## src/rtl/burst_arbiter.sv

```systemverilog
// Round-robin arbiter granting one of N requesters a shared port for a whole burst.
// The grant is locked until the granted requester's last beat is accepted; re-arbitration has no bubble.
module burst_arbiter #(
    parameter  int N  = 4,
    localparam int LG = $clog2(N)
) (
    input  logic          i_clk,
    input  logic          i_rst,
    input  logic [N-1:0]  i_req,
    input  logic [N-1:0]  i_last,
    input  logic          i_ack,
    output logic [N-1:0]  o_gnt,
    output logic [LG-1:0] o_gnt_id,
    output logic          o_gnt_valid,
    output logic          o_busy
);

    typedef enum logic {IDLE, BUSY} state_t;

    state_t        state_q, state_d;
    logic [N-1:0]  gnt_q, gnt_d;
    logic [LG-1:0] gnt_id_q, gnt_id_d;
    logic [LG-1:0] ptr_q, ptr_d;
    logic          gnt_valid_q, gnt_valid_d;

    logic          release_beat;
    logic [LG-1:0] arb_ptr;
    logic [N-1:0]  win_oh;
    logic [LG-1:0] win_id;

    function automatic logic [N-1:0] first_set(input logic [N-1:0] v);
        logic [N-1:0] pre;
        pre[0] = v[0];
        for (int i = 1; i < N; i++) begin
            pre[i] = pre[i-1] | v[i];
        end
        return pre & ~{pre[N-2:0], 1'b0};
    endfunction

    function automatic logic [N-1:0] arb(input logic [N-1:0] req, input logic [LG-1:0] ptr);
        logic [N-1:0] mask;
        logic [N-1:0] m;
        for (int i = 0; i < N; i++) begin
            mask[i] = (i > int'(ptr));
        end
        m = req & mask;
        return (m != '0) ? first_set(m) : first_set(req);
    endfunction

    function automatic logic [LG-1:0] encode(input logic [N-1:0] oh);
        logic [LG-1:0] id;
        id = '0;
        for (int i = 0; i < N; i++) begin
            if (oh[i]) id = id | LG'(i);
        end
        return id;
    endfunction

    // A release hands the pointer to the releasing requester before arbitrating,
    // so it drops to lowest priority in the very same cycle.
    assign release_beat = gnt_valid_q & i_ack & i_last[gnt_id_q];
    assign arb_ptr      = release_beat ? gnt_id_q : ptr_q;
    assign win_oh       = arb(i_req, arb_ptr);
    assign win_id       = encode(win_oh);

    always_comb begin
        state_d     = state_q;
        gnt_d       = gnt_q;
        gnt_id_d    = gnt_id_q;
        ptr_d       = ptr_q;
        gnt_valid_d = gnt_valid_q;
        case (state_q)
            IDLE: begin
                if (win_oh != '0) begin
                    gnt_d       = win_oh;
                    gnt_id_d    = win_id;
                    gnt_valid_d = 1'b1;
                    state_d     = BUSY;
                end
            end
            BUSY: begin
                if (release_beat) begin
                    ptr_d = gnt_id_q;
                    if (win_oh != '0) begin
                        gnt_d    = win_oh;
                        gnt_id_d = win_id;
                    end else begin
                        gnt_d       = '0;
                        gnt_id_d    = '0;
                        gnt_valid_d = 1'b0;
                        state_d     = IDLE;
                    end
                end
            end
            default: state_d = IDLE;
        endcase
    end

    always_ff @(posedge i_clk) begin
        if (i_rst) begin
            state_q     <= IDLE;
            gnt_q       <= '0;
            gnt_id_q    <= '0;
            ptr_q       <= LG'(N - 1);
            gnt_valid_q <= 1'b0;
        end else begin
            state_q     <= state_d;
            gnt_q       <= gnt_d;
            gnt_id_q    <= gnt_id_d;
            ptr_q       <= ptr_d;
            gnt_valid_q <= gnt_valid_d;
        end
    end

    assign o_gnt       = gnt_q;
    assign o_gnt_id    = gnt_id_q;
    assign o_gnt_valid = gnt_valid_q;
    assign o_busy      = (state_q == BUSY);

endmodule
```

## config.mk

```make
export PLATFORM = sky130hd
export DESIGN_NAME = burst_arbiter
export DESIGN_NICKNAME = d
export VERILOG_FILES = /design/src/rtl/burst_arbiter.sv
export SDC_FILE = /design/constraint.sdc
export NUM_CORES = 1
export LEC_CHECK = 0
export BUFFER_PORTS_ARGS = -buffer_cell sky130_fd_sc_hd__buf_2
export CORE_ASPECT_RATIO = 1.5
export CORE_MARGIN = 2
export CORE_UTILIZATION = 30
export CTS_BUF_LIST = sky130_fd_sc_hd__clkbuf_8
export DETAILED_ROUTE_END_ITERATION = 10
export GPL_TIMING_DRIVEN = 0
export PLACE_DENSITY = 0.58
export REMOVE_ABC_BUFFERS = 1
export SLEW_MARGIN = 10
export SYNTH_ARGS = -nofsm -noshare
export SYNTH_HDL_FRONTEND = slang
export SYNTH_SLANG_ARGS = --single-unit
```

## constraint.sdc

```tcl
create_clock -name i_clk -period 3.22 [get_ports i_clk]
set_clock_uncertainty 0.2 [all_clocks]
set_input_delay 0 -clock i_clk [delete_from_list [all_inputs] [get_ports i_clk]]
set_output_delay 0 -clock i_clk [all_outputs]
set_load 0.01 [all_outputs]
```

### Yosys cells after proc, flatten, opt, wreduce, memory -nomap -nowiden

Index checks and enable logic that the tools add are counted.

| storage, ports and cells | value |
|---|---|
| memories kept | 0 |
| bits in latches | 0 |
| output and inout port bits | 8 |
| bits in read-only memories | 0 |
| memory bits (writable) | 0 |
| register bits after elaboration | 10 |

| operators by class | value |
|---|---|
| multiplexer cells | 22 |
| magnitude comparators | 4 |
| shift operators | 0 |
| $mul | 0 |
| reduce and logical (&&, ||, !) cells | 4 |
| divide/modulo/power cells | 0 |
| add/subtract/negate cells | 0 |
| equal/unequal tests | 3 |
| bitwise gates (word level) | 14 |

Operator list:

| kind | number |
|---|---|
| 4-bit two-way mux | 4 |
| 4-bit AND | 3 |
| 2-bit two-way mux | 6 |
| 4-bit NOT | 2 |
| 4-bit case mux with 2 select lines | 1 |
| 4-bit nonzero test | 2 |
| 1-bit two-way mux | 7 |
| 1-bit OR | 6 |
| 2-bit greater-than comparator (first input constant) | 2 |
| 2-bit inequality test (second input constant) | 2 |
| 1-bit case mux with 2 select lines | 2 |
| 2-bit case mux with 2 select lines | 1 |
| 2-bit by 3-bit < comparator with 1-bit output (second input constant) | 1 |
| 3-bit AND reduction | 1 |
| 1-bit AND | 2 |
| 1-bit binary-select mux with 2-bit select | 1 |
| 1-bit by 2-bit greater-than comparator with 1-bit output (first input constant) | 1 |
| 2-bit by 1-bit inequality test with 1-bit output (second input constant) | 1 |
| 2-bit AND reduction | 1 |
| 1-bit NOT | 1 |

### Logic depth before layout (Yosys ltp)

Gate-level depths: netlist of run 1.

| depth | value |
|---|---|
| depth after elaboration | 17 |
| gate-level depth with buffers | 9 |
| gate-level depth less buffers | 7 |

### Worst setup path before layout of run 1

OpenSTA, ideal clock, no wires.

| timing path | value |
|---|---|
| kind | reg2reg |
| start | reg gnt_id_q[0], in the netlist o_gnt_id[0] |
| end | reg gnt_q[3], in the netlist o_gnt[3] |
| cell stages (with the launch flop) | 9 |
| data arrival time | 2.223 ns |
| required time | 2.888 ns |
| path buffers | 1 |
| setup slack | 0.665 ns |
| setup time | 0.132 ns |
| period minus slack after synthesis | 2.555 ns |
| path through | dfxtp_1 > buf_6 > mux2_4 > o32a_1 > and4_4 > o41ai_4 > nor3_1 > a211oi_1 > nor3_1 |

| on the way | value |
|---|---|
| longest elaborated chain between the ends | 15 |
| elaborated cells between the ends (all ways) | 23 |
| classes of those cells | order compare: 3; eq/ne: 2; mux: 8; bitwise: 7; reduce/logical: 3 |

RTL lines:

| what | line | text |
|---|---|---|
| start: declaration | 22 | `logic [LG-1:0] gnt_id_q, gnt_id_d;` |
| start signal: assignment | 109 | `gnt_id_q <= gnt_id_d;` |
| 1-bit binary-select mux with 2-bit select | 61 | `assign release_beat = gnt_valid_q & i_ack & i_last[gnt_id_q];` |
| 1-bit two-way mux (implied by the code) | 61 |  |
| 1-bit AND | 61 |  |
| 2-bit two-way mux | - |  |
| 1-bit by 2-bit greater-than comparator with 1-bit output | 44 | `mask[i] = (i > int'(ptr));` |
| 4-bit AND | 46 | `m = req & mask;` |
| 1-bit OR (2 in series) | 35 | `pre[i] = pre[i-1] \| v[i];` |
| 1-bit OR or 4-bit NOT (tied branches) | 35, 37 |  |
| 4-bit AND | 37 | `return pre & ~{pre[N-2:0], 1'b0};` |
| 4-bit two-way mux | 47 | `return (m != '0) ? first_set(m) : first_set(req);` |
| 4-bit nonzero test | 74, 84 |  |
| 4-bit two-way mux | 84 | `if (win_oh != '0) begin` |
| 4-bit two-way mux | 82 | `if (release_beat) begin` |
| 4-bit case mux with 2 select lines | 72 | `case (state_q)` |
| end signal: assignment | 108 | `gnt_q <= gnt_d;` |
| end: declaration | 21 | `logic [N-1:0] gnt_q, gnt_d;` |

Several ways; a longest one is shown, not always the timed one. The select of a mux whose other input is x is not followed.
A chain may end at the register's enable or synchronous reset.

### Final worst setup path of run 1

Same ends and word-level chain as after synthesis.

==> metrics.txt, run 1 <==
outcome=complete, no violations; proportion of layout cells with a drive suffix above 1=0.267; maximum number of pins on one net before global-route repair=13; nature of the critical path startpoint=flop; minimum clock period=2.83 ns; Max Clock Freq=0.353 GHz; Setup CP Type=flop to flop; CP dominant cell by count=sky130_fd_sc_hd__nor3_1; overall global routing resource usage=0.151; count of endpoints failing setup in the final report=0; peak ir drop on the vdd network=0.254 mV; sink count of the clock tree=10; share of flip-flops with an asynchronous set or reset after synthesis=0; Syn Std Cell Area=796 um2; Yosys warnings=0; number of max-cap violations=0; Net Sw Power=150 uW; buffer levels on the longest clock path=2; Flop pwr share=0.347; Final Routed Wirelength=2090 um; Netlist cell types=43; number of enable-type register cells in the synthesized netlist=0; starting DRC count in detailed routing=37; vertical extent of the die=67.1 um; routed via count=824; transition time of the tightest slew-check pin=0.614 ns; hold slack final=0.0780 ns; Crit Path Max Fanout=9; post-synthesis to final-layout area growth=20.8%; cell class contributing the biggest share of worst-path delay=compound AO/OA/AOI/OAI gates; initial antenna violation count=0; routed length per instance=14.9 um; vias per cell=5.89; total of fill cells in the finished design=253; clock tree from TritonCTS=built; number of gates given a new drive strength after cts=0; commonest non-fill, non-tap cells in the layout=sky130_fd_sc_hd__buf_2 (18), sky130_fd_sc_hd__dfxtp_1 (10), sky130_fd_sc_hd__nand2_1 (9); layout net count=128; first-pass GRT wire length=3420 um; flop and latch count out of synthesis=10; headroom to the max-slew limit=0.586; RD Place Congestion=0.816; largest stage delay on the critical path=0.52 ns; master cell of the clock root buffer=sky130_fd_sc_hd__clkbuf_8; Buffers & Inverters on Critical Path=0; path depth of the worst reg2reg path=7; drt drc=0; post-CTS setup buffer count=0; per-instance average area after synthesis=8.12 um2; part of the Yosys area used for sequential elements=0.252; most frequent standard cell in the layout excluding fill and tap cells=sky130_fd_sc_hd__buf_2; capture instance of the worst register-to-register path=o_gnt[3]; Crit. path cell count=7; RSZ-0062 raised after global routing=false; post-CTS clock slew at the launch and capture registers of the worst setup and hold paths=0.06 ns; cell at the slowest stage of the critical path=sky130_fd_sc_hd__dfxtp_1; I/O pin cnt=19; required time of the critical path=3.15 ns; top flip-flop cell by instance count after synthesis=sky130_fd_sc_hd__dfxtp_1; setup TNS after final layout=0 ns; overall overflow remaining after global route=0; Starting Density=0.321; ANT nets after route=0; class of the tightest hold or removal check=primary input to flop; final cycle utilization of the critical path=0.879; number of levels in the clock H-tree=1; clock share of power=0.356; Hold Fails Final Rpt=0; Die ar.=3090 um2; switching portion of total power=0.329; drt first pass iters=4; core outline area=2480 um2; Pleak=0.377 nW; CTS Buf Count=3; logic gate share of total power=0.297; worst-case register-to-register setup slack=0.39 ns; total of buffers placed on input and output ports=18; type of element capturing the critical path=flop; detailed placement HPWL=1580 um; Reg-to-Reg Start=o_gnt_id[0]; Pint=305 uW; clock latency of the later-clocked register in the worst-skew pair=0.24 ns; Critical path origin=o_gnt_id[0]; number of rows in the core area=22; series of cell instances along the critical path=mux2_4 -> o32a_1 -> and4_4 -> o41ai_4 -> nor3_1 -> a211oi_1 -> nor3_1; number of global-route vias before repair=806; count of final max-slew check failures=0; Chip Width=46.1 um; end point of the critical path=o_gnt[3]; post-synthesis instance total=98; number of diodes=0; areal power density over the cells=474 nW/um2; data arrival time of the critical path=2.76 ns
==> through the flow <==
stage               cells  setup slack, ns  utilization  area, um2  power [mW]
floorplan              92            0.650            -        766       0.251
global placement      134            0.438        0.358        886       0.290
detailed placement    134            0.385        0.358        886       0.294
CTS                   140            0.378        0.388        961       0.456
global route          140            0.243        0.388        961       0.477
finish                140            0.390        0.388        961       0.455
==> metal layers <==
layer / GRT usage / part of all wire / wire length [um]
met4: 0.0964 / 0.026 / 54
met2: 0.259 / 0.50 / 1050
met3: 0.0244 / 0.070 / 146
met5: 0 / 0 / 0
met1: 0.163 / 0.40 / 831
==> logic make-up (layout without fill, tap and decap cells) <==
kind of cell | after synthesis | after routing | synth area share
AOI/OAI and AO/OA | 32 | 32 | 0.336
buffers and inverters | 11 | 29 | 0.0613
DFF | 10 | 10 | 0.252
muxes | 7 | 7 | 0.0959
and+or+nand+nor | 38 | 38 | 0.255
==> power groups by stage <==
stage	logic, mW	registers, mW	clock network (mW)
floorplan	0.0898	0.161	0
global placement	0.131	0.160	0
detailed placement	0.133	0.161	0
CTS	0.136	0.158	0.162
global route	0.149	0.161	0.167
finish	0.135	0.158	0.162
==> sequential cells by signal (all words and copies together), names as in the netlist <==
signal / flops
o_busy: 1
ptr_q: 2
o_gnt: 4
o_gnt_id: 2
o_gnt_valid: 1
==> area by class of cell <==
type	instances	area [um2]	share of cell area
Sequential cell	10	200	0.208
Inverter	5	18.8	0.0195
Clock buffer	4	55.1	0.0573
Tap cell	24	30.0	0.0312
Timing Repair Buffer	20	110	0.115
Multi-Input combinational cell	77	547	0.569
==> worst reg2reg max path: stages (launching register included) <==
cell                       delay, ns
sky130_fd_sc_hd__dfxtp_1        0.52
sky130_fd_sc_hd__mux2_4         0.35
sky130_fd_sc_hd__o32a_1         0.36
sky130_fd_sc_hd__and4_4         0.23
sky130_fd_sc_hd__o41ai_4        0.51
sky130_fd_sc_hd__nor3_1         0.20
sky130_fd_sc_hd__a211oi_1       0.28
sky130_fd_sc_hd__nor3_1         0.08
==> synth_stat cells (2+ instances only) <==
cell | number | area, um2
sky130_fd_sc_hd__mux2i_1 | 5 | 50.1
sky130_fd_sc_hd__nor3_1 | 5 | 25.0
sky130_fd_sc_hd__a211oi_2 | 2 | 25.0
sky130_fd_sc_hd__o21ai_0 | 3 | 15.0
sky130_fd_sc_hd__nand3_1 | 6 | 30.0
sky130_fd_sc_hd__nand3b_1 | 2 | 15.0
sky130_fd_sc_hd__inv_1 | 5 | 18.8
sky130_fd_sc_hd__a211oi_1 | 3 | 22.5
sky130_fd_sc_hd__nand2_1 | 9 | 33.8
sky130_fd_sc_hd__nor2b_1 | 2 | 12.5
sky130_fd_sc_hd__clkbuf_1 | 4 | 15.0
sky130_fd_sc_hd__nor2_1 | 5 | 18.8
sky130_fd_sc_hd__a21oi_1 | 8 | 40.0
sky130_fd_sc_hd__dfxtp_1 | 10 | 200
==> worst min-delay path by stage <==
stage	from	end	cells after the start
6_report	i_req[3]	o_gnt[3]	5
5_1_grt	i_req[3]	o_gnt[3]	5
4_1_cts	i_req[3]	o_gnt[3]	5
3_5_place_dp	i_rst	o_gnt_valid	2
3_3_place_gp	i_rst	o_gnt_valid	2
2_1_floorplan	i_rst	o_gnt_valid	1
==> repair_timing <==
item | CTS | global route
endpoints found under the hold margin | 10 | 0
endpoints found under the setup margin | 0 | 0
hold buffers | 2 | 0
Power figures use the tool's default switching activity.
==> inputs of run 2 (changes only) <==
--- a/config.mk
+++ b/config.mk
@@ -6,13 +6,12 @@
 export NUM_CORES = 1
 export LEC_CHECK = 0
 export BUFFER_PORTS_ARGS = -buffer_cell sky130_fd_sc_hd__buf_2
-export CORE_ASPECT_RATIO = 1.5
 export CORE_MARGIN = 2
-export CORE_UTILIZATION = 30
+export CORE_UTILIZATION = 45
 export CTS_BUF_LIST = sky130_fd_sc_hd__clkbuf_8
 export DETAILED_ROUTE_END_ITERATION = 10
 export GPL_TIMING_DRIVEN = 0
-export PLACE_DENSITY = 0.58
+export PLACE_DENSITY = 0.77
 export REMOVE_ABC_BUFFERS = 1
 export SLEW_MARGIN = 10
 export SYNTH_ARGS = -nofsm -noshare
==> metrics.txt, run 2 (synthesis results as in run 1) <==
drt first pass iters=4; initial antenna violation count=0; minimum clock period=2.84 ns; data arrival time of the critical path=2.76 ns; Pleak=0.370 nW; largest stage delay on the critical path=0.53 ns; Setup CP Type=flop to flop; cell at the slowest stage of the critical path=sky130_fd_sc_hd__dfxtp_1; area occupied by multi-input gates=547 um2; number of levels in the clock H-tree=1; RSZ-0062 raised after global routing=false; Buffers & Inverters on Critical Path=0; detailed placement HPWL=1450 um; CTS Buf Count=3; headroom to the max-slew limit=0.584; post-CTS setup buffer count=0; series of cell instances along the critical path=mux2_4 -> o32a_1 -> and4_4 -> o41ai_4 -> nor3_1 -> a211oi_1 -> nor3_1; Sequential cell area=200 um2; Hold Fails Final Rpt=0; vias per cell=6.36; most frequent standard cell in the layout excluding fill and tap cells=sky130_fd_sc_hd__buf_2; routed length per instance=15.2 um; core outline area=1690 um2; count of endpoints failing setup in the final report=0; post-CTS clock slew at the launch and capture registers of the worst setup and hold paths=0.04 ns; cell class contributing the biggest share of worst-path delay=compound AO/OA/AOI/OAI gates; starting DRC count in detailed routing=27; vertical extent of the die=46.1 um; total of buffers placed on input and output ports=18; non-filler cells, final=132; ANT nets after route=0; overall overflow remaining after global route=0; commonest non-fill, non-tap cells in the layout=sky130_fd_sc_hd__buf_2 (18), sky130_fd_sc_hd__dfxtp_1 (10), sky130_fd_sc_hd__nand2_1 (9); Starting Density=0.471; Die ar.=2120 um2; number of max-cap violations=0; setup TNS after final layout=0 ns; total of fill cells in the finished design=166; Final Routed Wirelength=2000 um; areal power density over the cells=451 nW/um2; number of gates given a new drive strength after cts=0; PnR Total Power=424 uW; class of the tightest hold or removal check=primary input to flop; sink count of the clock tree=10; buffer levels on the longest clock path=2; layout net count=128; I/O pin cnt=19; max reg flops=4; proportion of layout cells with a drive suffix above 1=0.261; outcome=complete, no violations; Chip Width=46.1 um; transition time of the tightest slew-check pin=0.623 ns; number of rows in the core area=15; peak ir drop on the vdd network=0.284 mV; type of element capturing the critical path=flop; first-pass GRT wire length=3330 um; routed via count=840; final cycle utilization of the critical path=0.882; Crit Path Max Fanout=9; maximum number of pins on one net before global-route repair=13; required time of the critical path=3.14 ns; clock latency of the later-clocked register in the worst-skew pair=0.24 ns; overall global routing resource usage=0.217; post-synthesis to final-layout area growth=17.9%; placed cell count=127; number of diodes=0; number of global-route vias before repair=764; Max Clock Freq=0.352 GHz; master cell of the clock root buffer=sky130_fd_sc_hd__clkbuf_8; drt drc=0; CP dominant cell by count=sky130_fd_sc_hd__nor3_1; RD Place Congestion=0.822; nature of the critical path startpoint=flop; clock tree from TritonCTS=built; count of final max-slew check failures=0
run 2: timing repair:
action	CTS	global route
endpoints found under the hold margin	10	0
endpoints found under the setup margin	0	0
hold buffers	2	0
run 2: report_power, final:
| group | switching [mW] | leakage (nW) | internal, mW |
|---|---|---|---|
| Combinational | 0.0750 | 0.266 | 0.0614 |
| Clock | 0.0473 | 0.0216 | 0.0817 |
| Sequential | 0.0215 | 0.0823 | 0.137 |
| Total | 0.144 | 0.370 | 0.280 |
run 2: area by class of cell:
cell class | count | area share
clock buffer | 3 | 0.0440
inverter | 5 | 0.0200
sequential | 10 | 0.213
multi-input combinational | 77 | 0.583
tap | 17 | 0.0227
timing repair buffer | 20 | 0.117
run 2: final timing paths:
check / from / cells past startpoint / slack, ns / endpoint
worst min register to register: o_gnt[3] / 2 / 0.30 / o_gnt[3]
worst max register to register: o_gnt_id[0] / 7 / 0.38 / o_gnt[3]
worst min-delay path: i_req[3] / 5 / 0.10 / o_gnt[3]
worst max-delay path: o_gnt_id[0] / 7 / 0.38 / o_gnt[3]
run 2: per-stage QoR:
| step | setup WS (ns) | util | cell area [um2] | hold slack, ns |
|---|---|---|---|---|
| after floorplan | 0.650 | - | 766 | -0.135 |
| after global placement | 0.467 | 0.519 | 877 | 0.0911 |
| after detailed placement | 0.427 | 0.519 | 877 | 0.106 |
| after CTS | 0.409 | 0.556 | 938 | 0.101 |
| after global routing | 0.178 | 0.556 | 938 | 0.175 |
| final | 0.380 | 0.556 | 938 | 0.101 |
run 2: layer usage:
metal,up-vias,GRT usage,wire length [um]
li1,407,-,-
met1,389,0.277,893
met2,39,0.347,944
met3,5,0.0314,129
met4,0,0.120,37
met5,-,0,0
run 2: worst reg2reg max path: stages, from the launching register on:
cell and delay (ns):
sky130_fd_sc_hd__dfxtp_1 0.53, sky130_fd_sc_hd__mux2_4 0.35, sky130_fd_sc_hd__o32a_1 0.37, sky130_fd_sc_hd__and4_4 0.23, sky130_fd_sc_hd__o41ai_4 0.49, sky130_fd_sc_hd__nor3_1 0.18
sky130_fd_sc_hd__a211oi_1 0.29, sky130_fd_sc_hd__nor3_1 0.08
